File: src/rtl/sipo_rx_pkg.sv
// rtl/sipo_rx_pkg.sv - shared types and constants for the SIPO frame receiver
package sipo_rx_pkg;

    typedef enum logic [1:0] {
        IDLE   = 2'd0,
        SHIFT  = 2'd1,
        PARITY = 2'd2
    } rx_state_t;

    localparam int   DEF_WIDTH = 4;
    localparam logic START_LVL = 1'b1;

endpackage

File: src/rtl/sipo_shreg.sv
// rtl/sipo_shreg.sv - WIDTH-bit right-shift register, LSB-first assembly with sync clear
module sipo_shreg #(
    parameter int WIDTH = 4
) (
    input  logic             clk,
    input  logic             rst_n,
    input  logic             clr_i,
    input  logic             shift_i,
    input  logic             sin_i,
    output logic [WIDTH-1:0] q_o,
    output logic [WIDTH-1:0] next_o
);

    logic [WIDTH-1:0] sr_q;
    logic [WIDTH-1:0] sr_d;

    // New bits enter at the MSB so the first bit received ends up in bit 0
    assign next_o = {sin_i, sr_q[WIDTH-1:1]};
    assign q_o    = sr_q;

    // Clear has priority over shift; otherwise hold
    always_comb begin
        sr_d = sr_q;
        if (clr_i) begin
            sr_d = '0;
        end else if (shift_i) begin
            sr_d = next_o;
        end
    end

    // Shift register storage
    always_ff @(posedge clk or negedge rst_n) begin
        if (!rst_n) begin
            sr_q <= '0;
        end else begin
            sr_q <= sr_d;
        end
    end

endmodule

File: src/rtl/sipo_frame_rx.sv
// rtl/sipo_frame_rx.sv - serial frame receiver with valid/ready output; SIPO_FRAME_RX_PARITY_EN adds even parity
module sipo_frame_rx
    import sipo_rx_pkg::*;
#(
    parameter int WIDTH = DEF_WIDTH
) (
    input  logic             clk,
    input  logic             rst_n,
    input  logic             sin,
    input  logic             sin_en,
    output logic [WIDTH-1:0] out_data,
    output logic             out_valid,
    input  logic             out_ready,
    output logic             busy,
    output logic             overrun,
    output logic             par_err
);

    localparam int CW = $clog2(WIDTH) + 1;
    localparam logic [CW-1:0] LAST_IDX = CW'(WIDTH - 1);

    rx_state_t        state_q;
    logic [CW-1:0]    cnt_q;
    logic [WIDTH-1:0] out_data_q;
    logic             out_valid_q;
    logic             overrun_q;
    logic             par_err_q;

    logic [WIDTH-1:0] sr_next;
    logic             start_hit;
    logic             shift_en;
    logic             last_data;
    logic             out_free;
    logic             deliver_req;
    logic             par_bad;
    logic [WIDTH-1:0] deliver_word;

    assign start_hit = (state_q == IDLE) && sin_en && (sin == START_LVL);
    assign shift_en  = (state_q == SHIFT) && sin_en;
    assign last_data = shift_en && (cnt_q == LAST_IDX);
    // A word consumed on the same edge frees the slot for the incoming frame
    assign out_free  = !out_valid_q || out_ready;

`ifdef SIPO_FRAME_RX_PARITY_EN
    logic [WIDTH-1:0] sr_q;

    sipo_shreg #(.WIDTH(WIDTH)) u_shreg (
        .clk    (clk),
        .rst_n  (rst_n),
        .clr_i  (start_hit),
        .shift_i(shift_en),
        .sin_i  (sin),
        .q_o    (sr_q),
        .next_o (sr_next)
    );

    // Frame ends on the parity strobe; even parity over data plus parity bit
    always_comb begin
        deliver_req  = 1'b0;
        par_bad      = 1'b0;
        deliver_word = sr_q;
        if ((state_q == PARITY) && sin_en) begin
            if ((^sr_q) ^ sin) begin
                par_bad = 1'b1;
            end else begin
                deliver_req = 1'b1;
            end
        end
    end
`else
    sipo_shreg #(.WIDTH(WIDTH)) u_shreg (
        .clk    (clk),
        .rst_n  (rst_n),
        .clr_i  (start_hit),
        .shift_i(shift_en),
        .sin_i  (sin),
        .q_o    (),
        .next_o (sr_next)
    );

    // Frame ends on the last data strobe; the word includes the bit being sampled
    always_comb begin
        deliver_req  = last_data;
        par_bad      = 1'b0;
        deliver_word = sr_next;
    end
`endif

    // Receive FSM, bit counter, output register and one-cycle status flags
    always_ff @(posedge clk or negedge rst_n) begin
        if (!rst_n) begin
            state_q     <= IDLE;
            cnt_q       <= '0;
            out_data_q  <= '0;
            out_valid_q <= 1'b0;
            overrun_q   <= 1'b0;
            par_err_q   <= 1'b0;
        end else begin
            overrun_q <= 1'b0;
            par_err_q <= par_bad;

            if (out_valid_q && out_ready) begin
                out_valid_q <= 1'b0;
            end
            if (deliver_req) begin
                if (out_free) begin
                    out_data_q  <= deliver_word;
                    out_valid_q <= 1'b1;
                end else begin
                    overrun_q <= 1'b1;
                end
            end

            case (state_q)
                IDLE: begin
                    if (start_hit) begin
                        state_q <= SHIFT;
                        cnt_q   <= '0;
                    end
                end
                SHIFT: begin
                    if (shift_en) begin
                        cnt_q <= cnt_q + 1'b1;
                    end
                    if (last_data) begin
`ifdef SIPO_FRAME_RX_PARITY_EN
                        state_q <= PARITY;
`else
                        state_q <= IDLE;
`endif
                    end
                end
`ifdef SIPO_FRAME_RX_PARITY_EN
                PARITY: begin
                    if (sin_en) begin
                        state_q <= IDLE;
                    end
                end
`endif
                default: state_q <= IDLE;
            endcase
        end
    end

    assign out_data  = out_data_q;
    assign out_valid = out_valid_q;
    assign busy      = (state_q != IDLE);
    assign overrun   = overrun_q;
    assign par_err   = par_err_q;

endmodule

File: config.mk
export PLATFORM = sky130hd
export DESIGN_NAME = sipo_frame_rx
export DESIGN_NICKNAME = d
export VERILOG_FILES = /design/src/rtl/sipo_rx_pkg.sv /design/src/rtl/sipo_shreg.sv /design/src/rtl/sipo_frame_rx.sv
export SDC_FILE = /design/constraint.sdc
export NUM_CORES = 1
export LEC_CHECK = 0
export ABC_CLOCK_PERIOD_IN_PS = 1500
export CAP_MARGIN = 20
export CORE_UTILIZATION = 25
export DETAILED_ROUTE_END_ITERATION = 8
export HOLD_SLACK_MARGIN = 0.1
export MAX_ROUTING_LAYER = met4
export PLACE_DENSITY = 0.56
export SLEW_MARGIN = 20
export SYNTH_ARGS = -nofsm -noshare
export SYNTH_HDL_FRONTEND = slang
export SYNTH_SLANG_ARGS = --single-unit
File: constraint.sdc
create_clock -name clk -period 1.5 [get_ports clk]
set_input_delay 0.375 -clock clk [delete_from_list [all_inputs] [get_ports clk]]
set_output_delay 0.375 -clock clk [all_outputs]
set_load 0.02 [all_outputs]
==> results of run 1 <==
## kinds of logic (layout without fill, tap and decap cells)
group | after synthesis | in the layout
fa+ha+maj | 2 | 2
compound gates | 9 | 9
simple gates | 9 | 9
other cells | 1 | 1
mux | 4 | 4
buf+inv | 2 | 23
flops | 13 | 13
## how the worst min path moves through the flow
stage	to
3_3_place_gp	cnt_q[2]
4_1_cts	state_q[0]
2_1_floorplan	cnt_q[0]
3_5_place_dp	cnt_q[2]
6_report	state_q[0]
5_1_grt	out_valid
## power by group
group | total (mW) | switching (mW) | internal, mW
clock network | 0.213 | 0.110 | 0.103
registers | 0.560 | 0.0719 | 0.488
logic | 0.537 | 0.272 | 0.265
## synthesized netlist by cell type
library cell,instances,share of area [%]
a21oi_1,2,1.9
a22o_1,4,6.7
and2_1,1,1.2
buf_4,1,1.4
conb_1,1,0.72
dfrtp_1,13,62
ha_1,2,4.8
inv_1,1,0.72
mux2_2,4,8.7
nand2_1,4,2.9
nand2b_1,1,1.2
nand3_1,1,0.96
nor2_1,1,0.72
nor2b_4,1,2.6
o21ai_0,3,2.9
## cell usage in the layout (no fill, tap or decap)
cell and n:
a21oi_1 2, a22o_1 4, and2_1 1, buf_4 7, clkbuf_1 1, clkbuf_4 3, clkdlybuf4s50_1 4, conb_1 1
dfrtp_1 13, dlygate4sd2_1 7, ha_2 1, ha_4 1, inv_1 1, mux2_2 4, nand2_1 4, nand2b_1 1
nand3_4 1, nor2_1 1, nor2b_4 1, o21ai_0 3
## worst register-to-register path: stages, from the launching register on
cell     delay (ns)
dfrtp_1        0.37
ha_2           0.20
ha_4           0.14
nand3_4        0.08
nor2b_4        0.17
mux2_2         0.35
## cell type report
class	count	area [µm²]	share of cell area [%]
multi-input combinational	25	211	28.0
timing repair buffer	18	154	20.4
sequential	13	325	43.1
clock buffer	4	26.3	3.48
tap	27	33.8	4.48
inverter	1	3.75	0.498
## registers in the layout, summed over array words and instances (netlist names)
| signal | count |
|---|---|
| out_data | 4 |
| cnt_q | 3 |
| u_shreg.q_o | 3 |
| out_valid | 1 |
| overrun | 1 |
| state_q | 1 |
## metal layers
metal | routed length, µm | global-route usage (%) | share of wire [%]
met1 | 477 | 13.5 | 49
met2 | 408 | 14.0 | 42
met3 | 54 | 3.40 | 5.5
met4 | 33 | 10.0 | 3.4
met5 | 0 | - | 0
## what timing repair did
item | 4_1_cts | 5_1_grt
cloned | 0 | 0
gates resized for setup | 7 | 5
hold endpoints to repair | 0 | 0
hold buffers | 0 | 0
setup endpoints to repair | 7 | 4
==> results.md, run 1 <==
* Status: finished, final reports clean
* Die H at 47.6 µm
* Mapped Area at 520 µm²
* Post-Synth Adder-Cell Area at 4.81%
* Post-CTS Repair Setup Buffers at 0
* Final-report setup violation count at 0
* Setup crit start: cnt_q[0]
* Antenna violations before repair at 0
* Worst Clk Skew at 0.00308 ns
* Placed cell count at 84
* CP max FO at 4
* Routability cong. at 0.704
* Post-Synth XOR/XNOR Area at 0%
* Final Cycle Share at 94.9%
* Cell Rows at 16
* HPWL Detailed at 670 µm
* Setup TNS Final at 0 ns
* Power per cell area at 1740 nW/µm²
* Num CTS Buffers at 3
* Critical Path End: out_data[3]
* Ys Warns at 0
* Detailed Route WL at 973 µm
* Starting Density at 26.5%
* Sequential share of the synthesized area at 62.5%
* Fill count at 221
* Cell area after layout at 754 µm²
* Fmax at 703 MHz
* Clk Latency, worst-skew pair at 0.28 ns
* Setup crit start kind: register
* Slew Viols, Final at 0
* DRC at 0
* Root buffer cell: clkbuf_4
* Min cycle time layout at 1.42 ns
* Via count at 363
* Post-synthesis mux area share at 8.65%
* Placed Area at 709 µm²
* Leakage power at 0.362 nW
* Initial drt markers at 6
* Clock buffer depth at 2
* Reg clk slew, reported paths at 0.08 ns
* I/O Buffers at 11
* Crit path DAT at 1.59 ns
* DR pass1 iterations at 2
* Chip width at 47.6 µm
* Flops & latches, synth at 13
* Worst-path cell chain: ha_2 > ha_4 > nand3_4 > nor2b_4 > mux2_2
* Detail Route Antenna Nets at 0
* Overall power at 1.31 mW
* RR Endpoint: out_data[3]
* R2R Setup Slk at 0.08 ns
* Worst Hold Slack at 0.398 ns
* Syn Nets at 47
* Grt ovf at 0
* Post-DR wirelength/cell at 11.1 µm
* Area of the core at 1960 µm²
* H-tree depth at 1
* CP max stage cell: dfrtp_1
* R2R cell count at 5
* Yosys cell types at 15
* Layout cells sized above 1 at 29.5%
* Syn Inst Count at 40
* Final hold viol count at 0
* Largest family of logic cells by synthesized area: compound AO/OA/AOI/OAI gates
* Worst Path Buf+Inv at 0
* Post-layout util at 38.5%
* Setup WS pre-CTS at -0.170 ns
* # diodes at 0
* Setup crit end kind: register
* CP top delay family: flip-flops
* CP Data Required Time at 1.66 ns
* CTS tree: done
* Gr usage total at 11.0%
* RSZ-0062 raised after global routing: false
* Number of global-route vias before repair at 344
* Critical path class: register to register
* Clock Sink Count at 13
* Max VDD drop at 0.000494 V
* Area Overhead vs Synth at 45.0%
* Compound-Gate Fraction of Synth Area at 11.5%
* CP peak stage delay at 0.37 ns
* R2R Path Start: cnt_q[0]
* Final #Nets at 69
* Crit. path cell count at 5
* I/O Pins at 13
* Worst setup margin at 0.0766 ns
* Post-synthesis area per instance at 13.0 µm²
* Max_cap viols at 0
* Layout Cells excl Fill at 88
* Die area at 2270 µm²
* Largest net degree at the start of global routing at 14
* DR vias/cell at 4.13
* Global-route wire length before repair at 1510 µm
* Hold crit path type: input pin to asynchronous set/reset pin
* Area share of and/or/nand/nor cells after synthesis at 9.62%
Power figures use the tool's default switching activity.
==> run 2, diff against run 1 <==
Settings changed: ABC_AREA from default to 1, PLACE_DENSITY 0.56 to 0.55.
==> run 2 against run 1 <==
  * Sequential cell count unchanged
  * Combinational power decreased by 8.9%
  * Core utilization decreased by 2.1 points
  * First-iteration DRC count decreased by 17%
  * Design area decreased by 1.5%
  * Global-route usage decreased by 0.30 points
  * Synthesized cell count increased by 50%
==> results.md, run 2 <==
* Yosys top cell by area: dfrtp_1
* Number of global-route vias before repair at 434 (+26%)
* DRC at 0 (unchanged)
* Area share of and/or/nand/nor cells after synthesis at 28.0% (+18 points)
* Largest net degree at the start of global routing at 14 (unchanged)
* Mapped Area at 567 µm² (+8.9%)
* # diodes at 0 (unchanged)
* Crit path DAT at 0.98 ns (-0.61 ns)
* Area Overhead vs Synth at 31.1%
* CTS Hold Bufs at 0 (unchanged)
* R2R Setup Slk at 0.29 ns (+0.21 ns)
* Commonest cells post-synth: 22 x nand2_1, 13 x dfrtp_1, 7 x nand3_1, 5 x inv_1, 3 x o21ai_0
* Largest family of logic cells by synthesized area: simple AND/OR/NAND/NOR gates
* Post-synthesis mux area share at 0% (-8.7 points)
* Post-Synth Adder-Cell Area at 4.42% (-0.39 points)
* Ranking of synthesized cells by area: dfrtp_1 57%, nand2_1 15%, nand3_1 6.2%
* Power per cell area at 1700 nW/µm² (-1.9%)
* Crit. path cell count at 1 (-4)
* CTS tree: done
* Status: finished, final reports clean
* Flops & latches, synth at 13 (unchanged)
* CP max FO at 2 (-2)
* Min cycle time layout at 1.35 ns (-0.0692 ns)
* RR Endpoint: out_data[2]
* Clock buffer depth at 2 (unchanged)
* Syn Inst Count at 60 (+50%)
* R2R cell count at 6 (+1)
* Die area at 2460 µm² (+8.5%)
* Reg clk slew, reported paths at 0.08 ns (about the same)
* Worst Hold Slack at 0.406 ns (+0.00750 ns)
* Sequential share of the synthesized area at 57.4% (-5.1 points)
* Slew Viols, Final at 0 (unchanged)
* Global-route wire length before repair at 1840 µm (+21%)
* Ys Warns at 0 (unchanged)
* Antenna violations before repair at 0 (unchanged)
* Final #Nets at 85 (+23%)
* Post-Synth XOR/XNOR Area at 0% (unchanged)
* Post-DR wirelength/cell at 9.74 µm (-12%)
* I/O Buffers at 11 (unchanged)
* Detailed Route WL at 1010 µm (+4.1%)
* Via count at 420 (+16%)
* H-tree depth at 1 (unchanged)
* CP Data Required Time at 1.12 ns (-0.54 ns)
* DR vias/cell at 4.04 (-2.1%)
* Leakage power at 0.409 nW (+13%)
* I/O Pins at 13 (unchanged)
* Final Cycle Share at 90.3% (-4.6 points)
* CP top delay family: flip-flops
* Detail Route Antenna Nets at 0 (unchanged)
* Final-report setup violation count at 0 (unchanged)
* Setup crit start kind: register
* Clk Latency, worst-skew pair at 0.27 ns (about the same)
* Post-synth ARST share at 100% (unchanged)
* Chip width at 49.6 µm (+4.2%)
* CP peak stage delay at 0.38 ns (about the same)
* Area of the core at 2040 µm² (+4.1%)
* Layout cells sized above 1 at 14.3% (-15 points)
* Most frequent cells in the layout: 22 x nand2_1, 13 x dfrtp_1, 7 x nand3_1, 7 x dlygate4sd2_1, 5 x inv_1
* HPWL Detailed at 753 µm (+12%)
* Yosys cell types at 14 (-1)
* Max_cap viols at 0 (unchanged)
* Starting Density at 27.8% (+1.2 points)
* Gr usage total at 10.7% (-0.30 points)
* Post-CTS Repair Setup Buffers at 0 (unchanged)
* Post-synth top area share at 57.4% (-5.1 points)
* Number of synthesized flops with an enable pin at 0 (unchanged)
* Initial drt markers at 5 (-1)
* Final hold viol count at 0 (unchanged)
* Hold crit path type: input pin to asynchronous set/reset pin
* Grt ovf at 0 (unchanged)
* Compound-Gate Fraction of Synth Area at 4.19% (-7.3 points)
* Max reg flops at 4 (unchanged)
* Fmax at 738 MHz (+5.1%)
* Critical path class: register to primary output
* Die H at 49.6 µm (+4.2%)
* Top-count cell post-synth: nand2_1
* Clock Sink Count at 13 (unchanged)
* Root buffer cell: clkbuf_4
* Setup TNS Final at 0 ns (unchanged)
* DR pass1 iterations at 4 (+2)
* Overall power at 1.27 mW (-3.4%)
* Worst-path cell chain: dlygate4sd2_1
* Setup crit end kind: primary output
* Syn Nets at 67 (+43%)
* R2R Path Start: cnt_q[0]
* RSZ-0062 raised after global routing: false
* Max VDD drop at 0.000597 V (+21%)
* Ys flop type: dfrtp_1
* Num CTS Buffers at 3 (unchanged)
* Routability cong. at 0.719 (+2.2%)
* Most common cell after layout, fill and taps aside: nand2_1
* Worst Path Buf+Inv at 1 (+1)
* Post-synthesis area per instance at 9.45 µm² (-27%)
* Worst Clk Skew at 0.00535 ns (+0.00227 ns)
* CP max stage cell: dfrtp_1
* Cell Rows at 16 (unchanged)
* Post_cts resized at 7 (unchanged)
run 2: final cells by class:
class	count	area (µm²)
inverters	6	22.5
clock buffers	4	26.3
well taps	27	33.8
fillers	215	1300
multi-input cells	40	211
flip-flops and latches	13	325
repair buffers	14	124
run 2: where the power goes:
group          internal, mW  switching (mW)  total (mW)
Clock                 0.103           0.113       0.216
Combinational         0.191           0.298       0.489
Sequential            0.485          0.0759       0.561
run 2: routing by layer:
metal	up-vias	share of wire [%]	GRT usage, %
li1	221	-	-
met1	185	49	12.3
met2	12	43	15.3
met3	2	6.1	4.94
met4	0	1.1	5.71
met5	-	0	-
run 2: worst max path at each step:
stage | from | endpoint
final | out_data[0] | out_data[0]
after detailed placement | sin_en | out_data[0]
after global routing | out_data[2] | out_data[2]
after CTS | out_data[0] | out_data[0]
after global placement | sin_en | out_data[3]
after floorplan | cnt_q[0] | out_data[0]
run 2: cells by family (layout without fill, tap and decap cells):
| logic type | after synthesis | after routing |
|---|---|---|
| AO/OA/AOI/OAI | 4 | 4 |
| adder cells (fa/ha/maj) | 2 | 2 |
| buffers and inverters | 7 | 24 |
| flip-flops | 13 | 13 |
| other | 1 | 1 |
| AND/OR/NAND/NOR | 33 | 33 |
run 2: per-stage QoR:
step / cell area [µm²] / setup WS, ns / std cells / util (%)
5_1_grt: 743 / 0.108 / 104 / 36.4
2_1_floorplan: 567 / 0.349 / 60 / -
3_5_place_dp: 726 / 0.0725 / 100 / 35.5
3_3_place_gp: 726 / 0.0916 / 100 / 35.5
4_1_cts: 743 / 0.131 / 104 / 36.4
6_report: 743 / 0.146 / 104 / 36.4
